<file path="config.mk">
export PLATFORM = sky130hd
export DESIGN_NAME = matrix_add_arbiter
export DESIGN_NICKNAME = d
export VERILOG_FILES = /design/src/rtl/matrix_add_arbiter.sv
export SDC_FILE = /design/constraint.sdc
export NUM_CORES = 1
export LEC_CHECK = 0
export ABC_CLOCK_PERIOD_IN_PS = 4000
export CAP_MARGIN = 30
export CORE_ASPECT_RATIO = 2
export CORE_MARGIN = 2
export CORE_UTILIZATION = 50
export DETAILED_ROUTE_END_ITERATION = 16
export GPL_ROUTABILITY_DRIVEN = 0
export PLACE_DENSITY = 0.8
export SYNTH_ARGS = -nofsm -noshare
export SYNTH_HDL_FRONTEND = slang
export SYNTH_SLANG_ARGS = --single-unit
</file>
<file path="constraint.sdc">
create_clock -name clk -period 4 [get_ports clk]
set_clock_uncertainty 0.05 [all_clocks]
set_input_delay 0.8 -clock clk [delete_from_list [all_inputs] [get_ports clk]]
set_output_delay 0.8 -clock clk [all_outputs]
set_load 0.005 [all_outputs]
</file>
<file path="src/rtl/matrix_add_arbiter.sv">
// matrix_add_arbiter: round-robin sharing of one matrix_add engine among NUM_REQ requesters
module matrix_add_arbiter #(
  parameter int NUM_REQ = 4,
  parameter int MAX_DIM = 6,
  parameter int TIMEOUT = 1023
) (
  input  logic                         clk,
  input  logic                         rst_n,
  input  logic [NUM_REQ-1:0]           req,
  input  logic [NUM_REQ*3-1:0]         req_rows,
  input  logic [NUM_REQ*3-1:0]         req_cols,
  output logic [NUM_REQ-1:0]           grant,
  output logic [$clog2(NUM_REQ)-1:0]   sel,
  output logic [NUM_REQ-1:0]           ack,
  output logic [NUM_REQ-1:0]           err,
  output logic                         eng_start,
  output logic [2:0]                   eng_rows,
  output logic [2:0]                   eng_cols,
  input  logic                         eng_done,
  output logic                         busy
);
  localparam int SW = $clog2(NUM_REQ);
  localparam int CW = $clog2(TIMEOUT + 1);
  typedef enum logic [1:0] {IDLE, RUN, RELEASE, RESP} state_t;
  state_t state, state_n;
  logic [NUM_REQ-1:0] grant_n, ack_n, err_n, ack_prev, elig;
  logic [SW-1:0] sel_n, rr_ptr, rr_n, win, idx;
  logic [2:0] rows_n, cols_n, win_rows, win_cols;
  logic [2:0] rows_a [NUM_REQ];
  logic [2:0] cols_a [NUM_REQ];
  logic [CW-1:0] cnt, cnt_n;
  logic start_n, busy_n, err_flag, errf_n, win_vld, dims_ok;
  for (genvar k = 0; k < NUM_REQ; k++) begin : g_slot
    assign rows_a[k] = req_rows[3*k +: 3];
    assign cols_a[k] = req_cols[3*k +: 3];
  end
  // the requester acked last cycle may still hold req while it deasserts, so hide it for one cycle
  assign elig = req & ~ack_prev;
  assign win_rows = rows_a[win];
  assign win_cols = cols_a[win];
  assign dims_ok = (win_rows != 3'd0) && (win_rows <= 3'(MAX_DIM)) &&
                   (win_cols != 3'd0) && (win_cols <= 3'(MAX_DIM));
  // round-robin pick: scan downward in priority order so the nearest eligible bit from rr_ptr wins
  always_comb begin
    win_vld = 1'b0;
    win = '0;
    idx = '0;
    for (int i = NUM_REQ - 1; i >= 0; i--) begin
      idx = SW'((int'(rr_ptr) + i) % NUM_REQ);
      if (elig[idx]) begin
        win_vld = 1'b1;
        win = idx;
      end
    end
  end
  // next-state and next-output logic; every output is registered from these values
  always_comb begin
    state_n = state;
    grant_n = grant;
    sel_n = sel;
    rows_n = eng_rows;
    cols_n = eng_cols;
    start_n = eng_start;
    cnt_n = cnt;
    errf_n = err_flag;
    rr_n = rr_ptr;
    case (state)
      IDLE: if (win_vld) begin
        grant_n = NUM_REQ'(1) << win;
        sel_n = win;
        rows_n = win_rows;
        cols_n = win_cols;
        rr_n = (int'(win) == NUM_REQ - 1) ? '0 : win + 1'b1;
        start_n = dims_ok;
        cnt_n = '0;
        errf_n = !dims_ok;
        state_n = dims_ok ? RUN : RESP;
      end
      RUN: begin
        cnt_n = cnt + 1'b1;
        if (eng_done) begin
          start_n = 1'b0;
          state_n = RELEASE;
        end else if (cnt == CW'(TIMEOUT)) begin
          start_n = 1'b0;
          errf_n = 1'b1;
          state_n = RELEASE;
        end
      end
      RELEASE: state_n = eng_done ? RELEASE : RESP;
      default: begin
        grant_n = '0;
        errf_n = 1'b0;
        state_n = IDLE;
      end
    endcase
    ack_n = (state_n == RESP) ? grant_n : '0;
    err_n = (state_n == RESP && errf_n) ? grant_n : '0;
    busy_n = state_n != IDLE;
  end
  // state and output registers, cleared asynchronously so eng_start drops the instant reset asserts
  always_ff @(posedge clk or negedge rst_n) begin
    if (!rst_n) begin
      state <= IDLE;
      grant <= '0;
      sel <= '0;
      ack <= '0;
      err <= '0;
      eng_start <= 1'b0;
      eng_rows <= '0;
      eng_cols <= '0;
      busy <= 1'b0;
      cnt <= '0;
      err_flag <= 1'b0;
      rr_ptr <= '0;
      ack_prev <= '0;
    end else begin
      state <= state_n;
      grant <= grant_n;
      sel <= sel_n;
      ack <= ack_n;
      err <= err_n;
      eng_start <= start_n;
      eng_rows <= rows_n;
      eng_cols <= cols_n;
      busy <= busy_n;
      cnt <= cnt_n;
      err_flag <= errf_n;
      rr_ptr <= rr_n;
      ack_prev <= ack;
    end
  end
endmodule

</file>
Word-level counts from Yosys, hierarchy flattened
Index checks and enable logic that the tools add are counted.
- order comparisons: 7
- bitwise operators: 3
- muxes and demuxes: 43
- add/sub/neg operators: 5
- equality and inequality tests: 7
- reduce and logical (&&, ||, !) cells: 14
- shifts and indexed selects: 1
- operators by type and width (operator ; number):
    case mux 10 bit (2 select lines) ; 1
    two-way mux 2 bit ; 9
    two-way mux 1 bit ; 15
    binary-select mux 3 bit (select 2 bit) ; 2
    < comparator 2 x 3 -> 1 bit (second input constant) ; 4
    two-way mux 3 bit ; 4
    two-way mux 4 bit ; 3
    adder 10 x 1 -> 10 bit (second input constant) ; 1
    equality test 10 bit (second input constant) ; 1
    two-way mux 10 bit ; 1
    binary-select mux 1 bit (select 2 bit) ; 4
    case mux 4 bit (2 select lines) ; 1
    less-or-equal comparator 3 bit (second input constant) ; 2
    case mux 2 bit (3 select lines) ; 1
    nonzero test 3 bit ; 2
    adder 2 x 1 -> 2 bit (second input constant) ; 2
    adder 2 bit (second input constant) ; 2
    bitwise AND 4 bit ; 1
    equality test 2 x 1 -> 1 bit (second input constant) ; 2
    equality test 2 bit (second input constant) ; 2
    logical AND 1 bit ; 4
    inverter 4 bit ; 1
    AND reduction 2 bit ; 2
    nonzero test 2 bit ; 2
    other kinds (11) ; 11
- register bits: 41
- input port bits: 31

Depth between registers and ports, before layout
- word-level depth: 22
- mapped depth: 11

Worst setup path before layout
No wires, ideal clock.
- path type: input-to-reg
- from: input port req[2]
- to: register ack[0]
- cell stages on the path: 10
- arrival time: 2.769 ns
- library setup time: 0.094 ns
- required time: 3.856 ns
- setup slack: 1.087 ns
- cell sequence: nor3b_2 > a311oi_2 > a21oi_4 > buf_12 > mux2i_1 > mux2_2 > or3_1 > a41o_1 > buf_6 > a211oi_1
- word-level cells in the longest chain between the ends: 20
- ends and longest elaborated chain (element ; RTL line ; text):
    from (decl) ; 9 ; input logic [NUM_REQ-1:0] req,
    bitwise AND 4 bit * ; 38 ; assign elig = req & ~ack_prev;
    binary-select mux 1 bit (select 2 bit) ; 50 ; if (elig[idx]) begin
    two-way mux 1 bit (implied by the code) ; 50 ;
    two-way mux 2 bit (3 in a row) ; 50 ;
    two-way mux 2 bit * ; 50 ;
    named net win[1] ; 27 ; logic [SW-1:0] sel_n, rr_ptr, rr_n, win, idx;
    inverter 2 -> 3 bit (implied by the code) ; 39, 40 ;
    binary-select mux 3 bit (select 2 bit) ; 39 ; assign win_rows = rows_a[win];
    (+3 left out) ; n/a ;
    logical AND 1 bit (2 in a row) ; 41 ; assign dims_ok = (win_rows != 3'd0) && (win_rows <= 3'(MAX_DIM)) &&
    logical AND 1 bit ; 42 ; (win_cols != 3'd0) && (win_cols <= 3'(MAX_DIM));
    two-way mux 2 bit ; 77 ; state_n = dims_ok ? RUN : RESP;
    two-way mux 2 bit ; 68 ; IDLE: if (win_vld) begin
    case mux 2 bit (3 select lines) ; 67 ; case (state)
    equality test 2 bit ; 97 ; ack_n = (state_n == RESP) ? grant_n : '0;
    two-way mux 4 bit * ; 97 ;
    named net ack_n[0] ; 26 ; logic [NUM_REQ-1:0] grant_n, ack_n, err_n, ack_prev, elig;
    to (signal assigned) ; 121 ; ack <= ack_n;
    to (decl) ; 14 ; output logic [NUM_REQ-1:0] ack,
Mark *: on every way through the listed nets, which the timed path passes. The rest lies on a longest branch. The select of a mux whose other input is x is not followed.
A chain may end at the register's enable or synchronous reset.

Worst setup path after layout
- from: input port req[2]
- to: register ack[3]
- word-level cells in the longest chain between the ends: 20
- ends and longest elaborated chain (element ; RTL line):
    bitwise AND 4 bit * ; 38
    binary-select mux 1 bit (select 2 bit) ; 50
    two-way mux 1 bit (implied by the code) ; 50
    two-way mux 2 bit (4 in a row) ; 50
    inverter 2 -> 3 bit (implied by the code) ; 39, 40
    binary-select mux 3 bit (select 2 bit) ; 39
    two-way mux 3 bit (implied by the code) (2 in a row) ; 39
    less-or-equal comparator 3 bit / nonzero test 3 bit (equally long branches) ; 41
    logical AND 1 bit (2 in a row) ; 41
    logical AND 1 bit ; 42
    two-way mux 2 bit ; 77
    two-way mux 2 bit ; 68
    case mux 2 bit (3 select lines) ; 67
    equality test 2 bit ; 97
    two-way mux 4 bit * ; 97
    named net ack_n[3] ; 26
Marks and branches as above.

==> results.py <==
metrics = {
    "floorplan": {
        "core_area_sq_um": 4340,
        "fp.dieW_um": 51.4,
        "die_h_um": 98.9,
        "initial_utilization": 0.518,
        "die_area_sq_um": 5080,
        "placementRows": 34,
        "ios": 53,
    },
    "synth": {
        "synth_top_family_by_area": "compound AO/OA/AOI/OAI gates",
        "synth-xor-area-share": 0,
        "syn_area_sq_um": 2250,
        "synth-simple-area-share": 0.153,
        "ys_warn_count": 0,
        "synth_largest_area_cell": "dfrtp_1",
        "synthAdderAreaFrac": 0.0501,
        "synthTopCellsByArea": "dfrtp_1, mux2i_1, mux2_2, ha_1, nand2_1",
        "synth_top_area_share": 0.456,
        "ys_seq_elements": 41,
        "synth_mux_area_frac": 0.132,
        "ys_seq_area_frac": 0.456,
        "syn-num-nets": 254,
        "syn_inst": 214,
        "synth.distinct_cells": 44,
        "syn_area_per_cell_sq_um": 10.5,
        "synth-compound-area-share": 0.165,
    },
    "cts": {
        "cts_tree": "done",
        "post_cts_buffers": 0,
        "clk_pin_slew_ns": 0.08,
        "ctsResizeCount": 0,
        "clock_sinks": 41,
        "holdBufCountCts": 0,
        "cts_made_buffers": 5,
        "cts-root-buf": "clkbuf_8",
        "clk_latency_ns": 0.30,
        "clk_path_buf_depth": 2,
        "cts-htree-levels": 2,
    },
    "outcome": {
        "status": "finished clean",
    },
    "timing": {
        "hold_viol": 0,
        "fmax_mhz": 286,
        "tightest_slew_ns": 0.924,
        "whs_ns": 0.325,
        "setup_violations": 0,
        "rsz0062_at_grt": "no",
        "final.setup.tns_ns": 0,
        "min_period_over_period": 0.873,
        "max-slew-margin-rel": 0.384,
        "drv_slew": 0,
        "post-route-min-period_ns": 3.49,
    },
    "cells_and_area": {
        "nets": 306,
        "regArea_sq_um": 1030,
        "num_antenna_cells": 0,
        "syn2layout_area_growth_pct": 27.6,
        "instances_no_fill": 321,
        "final_area_sq_um": 2870,
        "drive_gt1_frac": 0.127,
        "fillers": 377,
        "multi_input_area_sq_um": 1120,
    },
    "worst_hold_path": {
        "hold_path_class": "flop to flop",
    },
    "placed_design": {
        "dp_cells": 313,
        "place_hpwl_um": 3690,
        "placed_cell_area_sq_um": 2790,
        "portBuffers": 52,
    },
    "critical_path": {
        "endpoint_kind": "flop",
        "path_max_fanout": 15,
        "cp-start-kind": "input pin",
        "cp_data_arrival_time_ns": 3.64,
        "worstSetupPathType": "input pin to flop",
        "crit_required_ns": 4.15,
    },
    "grt": {
        "track_usage": 0.209,
        "antenna_found_initial": 0,
        "grt-ovfl-total": 0,
        "grt_pass1_vias": 1761,
        "grt_pass1_wl_um": 8000,
        "grt_max_degree": 42,
    },
    "detailed_routing": {
        "vias_per_cell": 5.55,
        "post_drt_wl_per_cell_um": 15.3,
        "antenna_left": 0,
        "drt-initial-drc-count": 37,
        "first_pass_iters": 4,
        "routed_wirelength_um": 4900,
        "num_vias": 1783,
        "drc": 0,
    },
    "power": {
        "p_leak_nw": 1.28,
        "peakVddDrop_uv": 414,
        "powerDensity_nw_per_um2": 627,
    },
    "flow_run": {
        "drv_cap": 0,
    },
}
## power breakdown
part	switching, mW	internal (mW)	leakage [nW]
Sequential	0.0873	0.537	0.541
Combinational	0.480	0.436	0.695
Clock	0.139	0.121	0.0450
Total	0.707	1.09	1.28
## layout by cell type, fill, tap and decap left out, types with 5 or more instances in the layout
cell type        Yosys  routed
a21oi_1              6       6
ha_1                 9       9
clkbuf_8             0       5
mux2i_1             15      15
a211oi_1             6       6
a22o_1               8       8
mux2_2              13      13
dfrtp_1             41      41
clkdlybuf4s50_1      0      51
nand2_1             23      23
inv_1                9       9
nor2_1               7       7
nand3_1              7       7
o21ai_0             16      16
## worst paths after layout
check | end | cells after the start | startpoint | slack [ns]
max | ack[3] | 9 | req[2] | 0.51
min | ack_prev[2] | 0 | ack[2] | 0.33
max reg2reg | ack[3] | 8 | rr_ptr[0] | 1.07
min reg2reg | ack_prev[2] | 0 | ack[2] | 0.33
max in group asynchronous | eng_cols[2] | 1 | rst_n | 2.77
min in group asynchronous | err[1] | 1 | rst_n | 0.57
## per-layer routing
layer	part of all wire	GRT usage	routed length, um
met1	0.39	0.240	1930
met2	0.54	0.368	2660
met3	0.042	0.0348	204
met4	0.022	0.0931	109
met5	0	0	0
## synthesized netlist by cell type (all sizes together)
master	n
o22ai	1
and2	2
a311oi	1
a32o	1
and3	2
nand2b	4
nor2	7
a22oi	3
or3	4
buf	4
a22o	8
nand3	7
inv	9
nor3b	2
a211oi	6
nand3b	1
nand4	1
o211ai	1
a41o	1
dfrtp	41
mux2	13
or2	2
mux2i	15
ha	9
nand2	23
a21o	3
a31oi	1
and2b	1
o31ai	1
nor3	5
clkbuf	6
a221oi	2
o21ai	16
a21oi	7
nor2b	2
nor4	2
## metrics by stage
stage                     power [mW]  setup slack, ns   util
after floorplan                 1.25             1.09      -
after CTS                       1.82            0.489  0.661
after detailed placement        1.55            0.177  0.642
after global placement          1.52            0.305  0.641
after global routing            1.94            0.357  0.661
final                           1.80            0.507  0.661
## state kept, by name, summed over array words and instances (netlist names), 2 cells and up
| register | flops |
|---|---|
| sel | 2 |
| grant | 4 |
| eng_cols | 3 |
| cnt | 10 |
| ack_prev | 4 |
| rr_ptr | 2 |
| eng_rows | 3 |
| err | 4 |
| ack | 4 |
| state | 2 |
## layout make-up
cell class              instances  share of cell area
clock buffers                   6              0.0253
flip-flops and latches         41               0.357
repair buffers                 55               0.187
clock inverters                 2             0.00349
well taps                      54              0.0235
inverters                       9              0.0118
multi-input cells             154               0.392
## worst max-delay path, stage by stage
cell and delay, ns:
clkdlybuf4s50_1 0.47, nor2b_4 0.19, a311oi_2 0.13, a21oi_4 0.49
mux2i_1 0.15, mux2_2 0.30, or3_1 0.39, a41o_1 0.39
a221oi_1 0.32
## kinds of logic after synthesis
family,after synthesis
fa+ha+maj,9
simple gates,65
flops,41
buf+inv,19
compound gates,52
mux,28
Power figures use the tool's default switching activity.
